File: config.mk
export PLATFORM = sky130hd
export DESIGN_NAME = ama_riscv_ctrl_decoder
export DESIGN_NICKNAME = d
export VERILOG_FILES = /design/src/rtl/ama_riscv_pkg.sv /design/src/rtl/ama_riscv_branch_resolve.sv /design/src/rtl/ama_riscv_ctrl_decoder.sv
export SDC_FILE = /design/constraint.sdc
export NUM_CORES = 1
export LEC_CHECK = 0
export ABC_CLOCK_PERIOD_IN_PS = 2000
export BUFFER_PORTS_ARGS = -buffer_cell sky130_fd_sc_hd__buf_2
export CORE_MARGIN = 3
export CORE_UTILIZATION = 35
export DETAILED_ROUTE_END_ITERATION = 8
export PLACE_DENSITY = 0.67
export SLEW_MARGIN = 20
export SYNTH_ARGS = -nofsm -noshare
export SYNTH_HDL_FRONTEND = slang
export SYNTH_SLANG_ARGS = --single-unit
File: constraint.sdc
create_clock -name clk -period 2 [get_ports clk]
set_input_delay 0.4 -clock clk [delete_from_list [all_inputs] [get_ports clk]]
set_output_delay 0.4 -clock clk [all_outputs]
set_load 0.02 [all_outputs]
File: src/rtl/ama_riscv_pkg.sv
// Shared encodings, control payload and FSM state type for the RV32I ID-stage control decoder.
package ama_riscv_pkg;

  localparam int unsigned CNT_W = 3;

  localparam logic [4:0] OPC5_LOAD   = 5'b00000;
  localparam logic [4:0] OPC5_OP_IMM = 5'b00100;
  localparam logic [4:0] OPC5_AUIPC  = 5'b00101;
  localparam logic [4:0] OPC5_STORE  = 5'b01000;
  localparam logic [4:0] OPC5_OP     = 5'b01100;
  localparam logic [4:0] OPC5_LUI    = 5'b01101;
  localparam logic [4:0] OPC5_BRANCH = 5'b11000;
  localparam logic [4:0] OPC5_JALR   = 5'b11001;
  localparam logic [4:0] OPC5_JAL    = 5'b11011;

  localparam logic [1:0] PC_SEL_INC4       = 2'd0;
  localparam logic [1:0] PC_SEL_ALU        = 2'd1;
  localparam logic [1:0] PC_SEL_START_ADDR = 2'd2;

  localparam logic ALU_A_SEL_RS1 = 1'b0;
  localparam logic ALU_A_SEL_PC  = 1'b1;
  localparam logic ALU_B_SEL_RS2 = 1'b0;
  localparam logic ALU_B_SEL_IMM = 1'b1;

  localparam logic [2:0] IG_DIS = 3'd0;
  localparam logic [2:0] IG_I   = 3'd1;
  localparam logic [2:0] IG_S   = 3'd2;
  localparam logic [2:0] IG_B   = 3'd3;
  localparam logic [2:0] IG_J   = 3'd4;
  localparam logic [2:0] IG_U   = 3'd5;

  localparam logic [1:0] WB_SEL_DMEM = 2'd0;
  localparam logic [1:0] WB_SEL_ALU  = 2'd1;
  localparam logic [1:0] WB_SEL_INC4 = 2'd2;

  localparam logic [3:0] ALU_OP_ADD    = 4'b0000;
  localparam logic [3:0] ALU_OP_PASS_B = 4'b1111;

  typedef enum logic [2:0] {
    ST_START,
    ST_RUN,
    ST_RESOLVE,
    ST_FLUSH,
    ST_TRAP
  } state_t;

  // Every registered control except alu_op_sel, whose width is a top-level parameter.
  typedef struct packed {
    logic       stall_if;
    logic       clear_if;
    logic       clear_id;
    logic [1:0] pc_sel;
    logic       pc_we;
    logic       branch_inst;
    logic       jump_inst;
    logic       load_inst;
    logic       store_inst;
    logic       alu_a_sel;
    logic       alu_b_sel;
    logic [2:0] ig_sel;
    logic       bc_uns;
    logic       dmem_en;
    logic       load_sm_en;
    logic       reg_we;
    logic [1:0] wb_sel;
    logic       illegal_inst;
  } ctrl_t;

  localparam ctrl_t CTRL_BUBBLE = '0;

  function automatic ctrl_t ctrl_start();
    ctrl_t c;
    c        = CTRL_BUBBLE;
    c.pc_sel = PC_SEL_START_ADDR;
    c.pc_we  = 1'b1;
    return c;
  endfunction

  function automatic ctrl_t ctrl_trap();
    ctrl_t c;
    c              = CTRL_BUBBLE;
    c.stall_if     = 1'b1;
    c.illegal_inst = 1'b1;
    return c;
  endfunction

endpackage

File: src/rtl/ama_riscv_branch_resolve.sv
// Decides whether the branch/jump held in RESOLVE redirects the PC.
module ama_riscv_branch_resolve (
  input  logic [2:0] funct3,
  input  logic       a_eq_b,
  input  logic       a_lt_b,
  input  logic       jump,
  output logic       taken_c
);

  always_comb begin
    taken_c = 1'b0;
    if (jump) begin
      taken_c = 1'b1;
    end else begin
      case (funct3)
        3'b000:         taken_c = a_eq_b;
        3'b001:         taken_c = ~a_eq_b;
        3'b100, 3'b110: taken_c = a_lt_b;
        3'b101, 3'b111: taken_c = ~a_lt_b;
        default:        taken_c = 1'b0;
      endcase
    end
  end

endmodule

File: src/rtl/ama_riscv_ctrl_decoder.sv
// RV32I ID-stage control decoder: registered datapath selects plus start/resolve/flush/trap FSM.
module ama_riscv_ctrl_decoder
  import ama_riscv_pkg::*;
#(
  parameter int unsigned FLUSH_CYCLES = 1,
  parameter int unsigned ALU_OP_W     = 4,
  parameter int unsigned EN_TRAP      = 1
) (
  input  logic                clk,
  input  logic                rst,
  input  logic [31:0]         inst_id,
  input  logic                inst_valid,
  input  logic                bc_a_eq_b,
  input  logic                bc_a_lt_b,
  output logic                stall_if,
  output logic                clear_if,
  output logic                clear_id,
  output logic [1:0]          pc_sel,
  output logic                pc_we,
  output logic                branch_inst,
  output logic                jump_inst,
  output logic                load_inst,
  output logic                store_inst,
  output logic [ALU_OP_W-1:0] alu_op_sel,
  output logic                alu_a_sel,
  output logic                alu_b_sel,
  output logic [2:0]          ig_sel,
  output logic                bc_uns,
  output logic                dmem_en,
  output logic                load_sm_en,
  output logic                reg_we,
  output logic [1:0]          wb_sel,
  output logic                illegal_inst
);

  state_t              state_q, state_d;
  ctrl_t               ctrl_q, ctrl_d;
  logic [ALU_OP_W-1:0] alu_op_q, alu_op_d;
  logic [CNT_W-1:0]    cnt_q, cnt_d;
  logic [2:0]          f3_q, f3_d;
  logic                jump_q, jump_d;

  ctrl_t               dec;
  logic [ALU_OP_W-1:0] dec_alu_op;
  logic                dec_illegal;
  logic                dec_cf;
  logic                dec_jump;
  logic                taken_c;
  logic                run_decode;

  logic [4:0] opc5;
  logic [2:0] f3;
  logic       f7b5;
  logic       unused_bits;

  assign opc5        = inst_id[6:2];
  assign f3          = inst_id[14:12];
  assign f7b5        = inst_id[30];
  assign unused_bits = ^{inst_id[31], inst_id[29:15], inst_id[11:7]};

  ama_riscv_branch_resolve u_branch_resolve (
    .funct3  (f3_q),
    .a_eq_b  (bc_a_eq_b),
    .a_lt_b  (bc_a_lt_b),
    .jump    (jump_q),
    .taken_c (taken_c)
  );

  // Pure instruction decode, used wherever the FSM accepts a new instruction.
  always_comb begin
    dec         = CTRL_BUBBLE;
    dec.pc_we   = 1'b1;
    dec_alu_op  = ALU_OP_W'(ALU_OP_ADD);
    dec_illegal = 1'b0;
    dec_cf      = 1'b0;
    dec_jump    = 1'b0;
    if (inst_valid) begin
      if (inst_id[1:0] != 2'b11) begin
        dec_illegal = 1'b1;
      end else begin
        case (opc5)
          OPC5_OP: begin
            dec_alu_op = ALU_OP_W'({f7b5, f3});
            dec.wb_sel = WB_SEL_ALU;
            dec.reg_we = 1'b1;
          end
          OPC5_OP_IMM: begin
            dec_alu_op    = ALU_OP_W'({(f3 == 3'b101) & f7b5, f3});
            dec.ig_sel    = IG_I;
            dec.alu_b_sel = ALU_B_SEL_IMM;
            dec.wb_sel    = WB_SEL_ALU;
            dec.reg_we    = 1'b1;
          end
          OPC5_LOAD: begin
            dec.ig_sel     = IG_I;
            dec.alu_b_sel  = ALU_B_SEL_IMM;
            dec.dmem_en    = 1'b1;
            dec.load_sm_en = 1'b1;
            dec.load_inst  = 1'b1;
            dec.wb_sel     = WB_SEL_DMEM;
            dec.reg_we     = 1'b1;
          end
          OPC5_STORE: begin
            dec.ig_sel     = IG_S;
            dec.alu_b_sel  = ALU_B_SEL_IMM;
            dec.dmem_en    = 1'b1;
            dec.store_inst = 1'b1;
          end
          OPC5_LUI: begin
            dec_alu_op    = ALU_OP_W'(ALU_OP_PASS_B);
            dec.ig_sel    = IG_U;
            dec.alu_b_sel = ALU_B_SEL_IMM;
            dec.wb_sel    = WB_SEL_ALU;
            dec.reg_we    = 1'b1;
          end
          OPC5_AUIPC: begin
            dec.alu_a_sel = ALU_A_SEL_PC;
            dec.alu_b_sel = ALU_B_SEL_IMM;
            dec.ig_sel    = IG_U;
            dec.wb_sel    = WB_SEL_ALU;
            dec.reg_we    = 1'b1;
          end
          OPC5_JAL: begin
            dec.alu_a_sel = ALU_A_SEL_PC;
            dec.alu_b_sel = ALU_B_SEL_IMM;
            dec.ig_sel    = IG_J;
            dec.wb_sel    = WB_SEL_INC4;
            dec.reg_we    = 1'b1;
            dec.jump_inst = 1'b1;
            dec_cf        = 1'b1;
            dec_jump      = 1'b1;
          end
          OPC5_JALR: begin
            dec.alu_b_sel = ALU_B_SEL_IMM;
            dec.ig_sel    = IG_I;
            dec.wb_sel    = WB_SEL_INC4;
            dec.reg_we    = 1'b1;
            dec.jump_inst = 1'b1;
            dec_cf        = 1'b1;
            dec_jump      = 1'b1;
          end
          OPC5_BRANCH: begin
            if (f3[2:1] == 2'b01) begin
              dec_illegal = 1'b1;
            end else begin
              dec.alu_a_sel   = ALU_A_SEL_PC;
              dec.alu_b_sel   = ALU_B_SEL_IMM;
              dec.ig_sel      = IG_B;
              dec.bc_uns      = f3[1];
              dec.branch_inst = 1'b1;
              dec_cf          = 1'b1;
            end
          end
          default: dec_illegal = 1'b1;
        endcase
      end
    end
    if (dec_illegal) begin
      dec        = CTRL_BUBBLE;
      dec.pc_we  = 1'b1;
      dec_alu_op = ALU_OP_W'(ALU_OP_ADD);
      dec_cf     = 1'b0;
      dec_jump   = 1'b0;
    end
    // Hold IF until the target is known; the compare flags arrive from EX next cycle.
    if (dec_cf) begin
      dec.pc_we    = 1'b0;
      dec.stall_if = 1'b1;
    end
  end

  always_comb begin
    state_d    = state_q;
    ctrl_d     = CTRL_BUBBLE;
    alu_op_d   = ALU_OP_W'(ALU_OP_ADD);
    cnt_d      = cnt_q;
    f3_d       = f3_q;
    jump_d     = jump_q;
    run_decode = 1'b0;
    case (state_q)
      ST_START: begin
        ctrl_d  = ctrl_start();
        state_d = ST_RUN;
      end
      ST_RUN: run_decode = 1'b1;
      ST_RESOLVE: begin
        if (taken_c) begin
          ctrl_d.pc_sel   = PC_SEL_ALU;
          ctrl_d.pc_we    = 1'b1;
          ctrl_d.clear_if = 1'b1;
          ctrl_d.clear_id = 1'b1;
          cnt_d           = CNT_W'(FLUSH_CYCLES);
          state_d         = (FLUSH_CYCLES == 0) ? ST_RUN : ST_FLUSH;
        end else begin
          run_decode = 1'b1;
        end
      end
      ST_FLUSH: begin
        ctrl_d.pc_we = 1'b1;
        if (cnt_q <= CNT_W'(1)) begin
          cnt_d   = '0;
          state_d = ST_RUN;
        end else begin
          cnt_d = cnt_q - CNT_W'(1);
        end
      end
      ST_TRAP: ctrl_d = ctrl_trap();
      default: state_d = ST_START;
    endcase
    if (run_decode) begin
      if (dec_illegal && (EN_TRAP != 0)) begin
        ctrl_d  = ctrl_trap();
        state_d = ST_TRAP;
      end else begin
        ctrl_d   = dec;
        alu_op_d = dec_alu_op;
        state_d  = dec_cf ? ST_RESOLVE : ST_RUN;
        if (dec_cf) begin
          f3_d   = f3;
          jump_d = dec_jump;
        end
      end
    end
  end

  always_ff @(posedge clk or negedge rst) begin
    if (!rst) begin
      state_q  <= ST_START;
      ctrl_q   <= ctrl_start();
      alu_op_q <= ALU_OP_W'(ALU_OP_ADD);
      cnt_q    <= '0;
      f3_q     <= '0;
      jump_q   <= 1'b0;
    end else begin
      state_q  <= state_d;
      ctrl_q   <= ctrl_d;
      alu_op_q <= alu_op_d;
      cnt_q    <= cnt_d;
      f3_q     <= f3_d;
      jump_q   <= jump_d;
    end
  end

  assign stall_if     = ctrl_q.stall_if;
  assign clear_if     = ctrl_q.clear_if;
  assign clear_id     = ctrl_q.clear_id;
  assign pc_sel       = ctrl_q.pc_sel;
  assign pc_we        = ctrl_q.pc_we;
  assign branch_inst  = ctrl_q.branch_inst;
  assign jump_inst    = ctrl_q.jump_inst;
  assign load_inst    = ctrl_q.load_inst;
  assign store_inst   = ctrl_q.store_inst;
  assign alu_op_sel   = alu_op_q;
  assign alu_a_sel    = ctrl_q.alu_a_sel;
  assign alu_b_sel    = ctrl_q.alu_b_sel;
  assign ig_sel       = ctrl_q.ig_sel;
  assign bc_uns       = ctrl_q.bc_uns;
  assign dmem_en      = ctrl_q.dmem_en;
  assign load_sm_en   = ctrl_q.load_sm_en;
  assign reg_we       = ctrl_q.reg_we;
  assign wb_sel       = ctrl_q.wb_sel;
  assign illegal_inst = ctrl_q.illegal_inst;

endmodule

==> metrics.md <==
| Metric | Value |
|---|---|
| Status | `completed` |
| Syn Nets | `191` |
| Chip Width | `73.3 um` |
| Register area share after synthesis | `0.523` |
| Number of diodes | `0` |
| Cells after synthesis | `152` |
| Fin worst setup slack | `276 ps` |
| Placed Cells | `241` |
| GRT Total Usage | `0.134` |
| Clk_skew | `5.27 ps` |
| Hold WC Path Type | `primary input to async pin` |
| Cell taking the most area after synthesis | `dfrtp_1` |
| Die Area | `5370 um^2` |
| Grt met3 use | `0.0383` |
| Worst EP arrival | `1920 ps` |
| Detail Placement HPWL | `2380 um` |
| Most frequent cell after synthesis | `dfrtp_1` |
| Largest family of logic cells by synthesized area | `simple AND/OR/NAND/NOR gates` |
| Mapped Area | `1580 um^2` |
| CTS root buf | `clkbuf_8` |
| Antenna violations before repair | `0` |
| Worst vdd ir | `415 uV` |
| Post-CTS Setup Repair Bufs | `0` |
| CTS tree | `done` |
| Period utilization | `0.862` |
| Post-Synth Simple-Gate Area | `0.212` |
| Final min period | `1720 ps` |
| Most Crowded Layer GR | `met2` |
| Main synth FF type | `dfrtp_1` |
| I/O Pins | `63` |
| P_leak | `0.959 nW` |
| Post-synth top cells | `dfrtp_1, nand2_1, nor2_1` |
| Crit path kind | `register to register` |
| Library cells used by synthesis | `43` |
| Pin count of the biggest net entering global routing | `34` |
| Post-synthesis xor/xnor area fraction | `0.0111` |
| Area share of fa/ha/maj cells after synthesis | `0.0158` |
| Mapped Avg Cell Area | `10.4 um^2` |
| CP endpoint kind | `register` |
| Top cells by area, synth | `dfrtp_1, nand2_1, dfstp_2` |
| Util after Layout | `0.467` |
| Placed Area | `1850 um^2` |
| Clock sinks | `33` |
| Vias in the first global route | `1,233` |
| Clk slew on worst S/H paths | `70 ps` |
| Hold Slack | `165 ps` |
| Post-CTS Resized | `0` |
| Vias | `1,262` |
| Number of flops mapped to enable cells by yosys | `0` |
| Nets | `237` |
| Met2 Track Usage GR | `0.203` |
| Finished layout cell area | `1950 um^2` |
| Grt total ovfl | `0` |
| Die Ht | `73.3 um` |
| Final wirelength | `3240 um` |
| Flop2flop setup slack | `280 ps` |
| Worst-skew pair later-pin latency | `280 ps` |
| PortBufs | `41` |
| Actual slew at the worst max-slew pin | `713 ps` |
| Area fraction in compound gates after synthesis | `0.171` |
| Overall Power | `1.91 mW` |
| Clk buf depth | `2` |
| RSZ-0062 raised after global routing | `no` |
| Setup TNS | `0 ps` |
| CP Max Fanout | `7` |
| Final setup viols | `0` |
| Pre-Repair DR Iteration Count | `4` |
| Post-CTS Hold Buffers | `0` |
| CTS Buf Count | `5` |
| Row count | `23` |
| Share of layout cells above drive strength 1 | `0.392` |
| Layout Cells excl Fill | `249` |
| Power Density | `980 nW/um^2` |
| DR DRC count | `0` |
| WL per Instance | `13.0 um` |
| Initial Util | `0.380` |
| Global-route wire length before repair | `5620 um` |
| Area grow syn2layout | `23.1%` |
| Req. time, crit path | `2200 ps` |
| Multiplexer share of the synthesized area | `0.0213` |
| Final-report max-slew violation count | `0` |
| Met1 Use GR | `0.183` |
| CTS HTree Levels | `2` |
| Share of the synthesized area in the top cell type | `0.490` |
| Setup WS pre-CTS | `213 ps` |
| Max Freq | `580 MHz` |
| Drt initial violations | `55` |
| CP Launch Type | `register` |
| Synth warn | `0` |
| Maxcap violations | `0` |
| Core Region | `4170 um^2` |
| Synth Register Bits | `33` |
| Final hold vios | `0` |
| Vias per cell | `5.07` |
| Routed Antenna Nets | `0` |
| GPL Wtd Cong | `0.796` |
| Async set or reset register ratio after synthesis | `1.00` |
| Rel. slew slack | `0.525` |
==> sequential cells by signal (all words and copies together), names as in the netlist, 2 cells and up <==
name / count
alu_op_sel: 4
cnt_q: 3
f3_q: 3
ig_sel: 3
pc_sel: 2
state_q: 3
wb_sel: 2
==> report_power, final <==
| part | internal [mW] | switching, mW |
|---|---|---|
| registers | 0.771 | 0.0515 |
| logic | 0.223 | 0.310 |
| clock network | 0.311 | 0.244 |
| total | 1.31 | 0.605 |
==> area by class of cell <==
class	instances	area [um^2]
fill	394	2220
sequential	33	828
multi-input combinational	105	684
timing repair buffer	47	250
clock buffer	7	96.3
tap	50	62.6
inverter	6	22.5
clock inverter	1	5.00
==> kinds of logic after synthesis <==
kind of cell / Yosys count
simple gates: 61
compound gates: 37
flops: 33
buf+inv: 14
mux: 3
xor+xnor: 2
fa+ha+maj: 2
==> metal layers <==
metal / share of wire / routed length (um) / up-vias
met5: 0 / 0 / -
met4: 0.0083 / 27 / 0
met3: 0.076 / 245 / 5
met2: 0.44 / 1430 / 47
met1: 0.47 / 1540 / 585
li1: - / - / 625
==> worst paths after layout <==
check / start / to / cells after the start
worst max-delay path: f3_q[0] / ig_sel[1] / 5
worst min-delay path: rst / state_q[1] / 1
worst max register to register: f3_q[0] / ig_sel[1] / 5
worst min register to register: state_q[1] / pc_sel[1] / 1
max in group asynchronous: rst / f3_q[2] / 1
min in group clk: inst_id[30] / alu_op_sel[3] / 3
==> critical path: stages (launching register included) <==
cell and delay, ps:
dfrtp_1 410, xnor2_1 310, o221ai_2 180, and2_4 210, a211o_4 310, a211oi_2 210
==> placed cells by master, fill, tap and decap left out, drive strengths merged, types with 3 or more instances in the layout <==
master / n
o21ai: 6
a21oi: 10
nor3: 9
buf: 47
nand2b: 4
nand3: 3
nor3b: 3
or2: 3
nand2: 17
inv: 6
dfrtp: 31
mux2: 3
nor2: 14
clkbuf: 7
o31ai: 6
nor2b: 3
(Power assumes the default switching activity.)
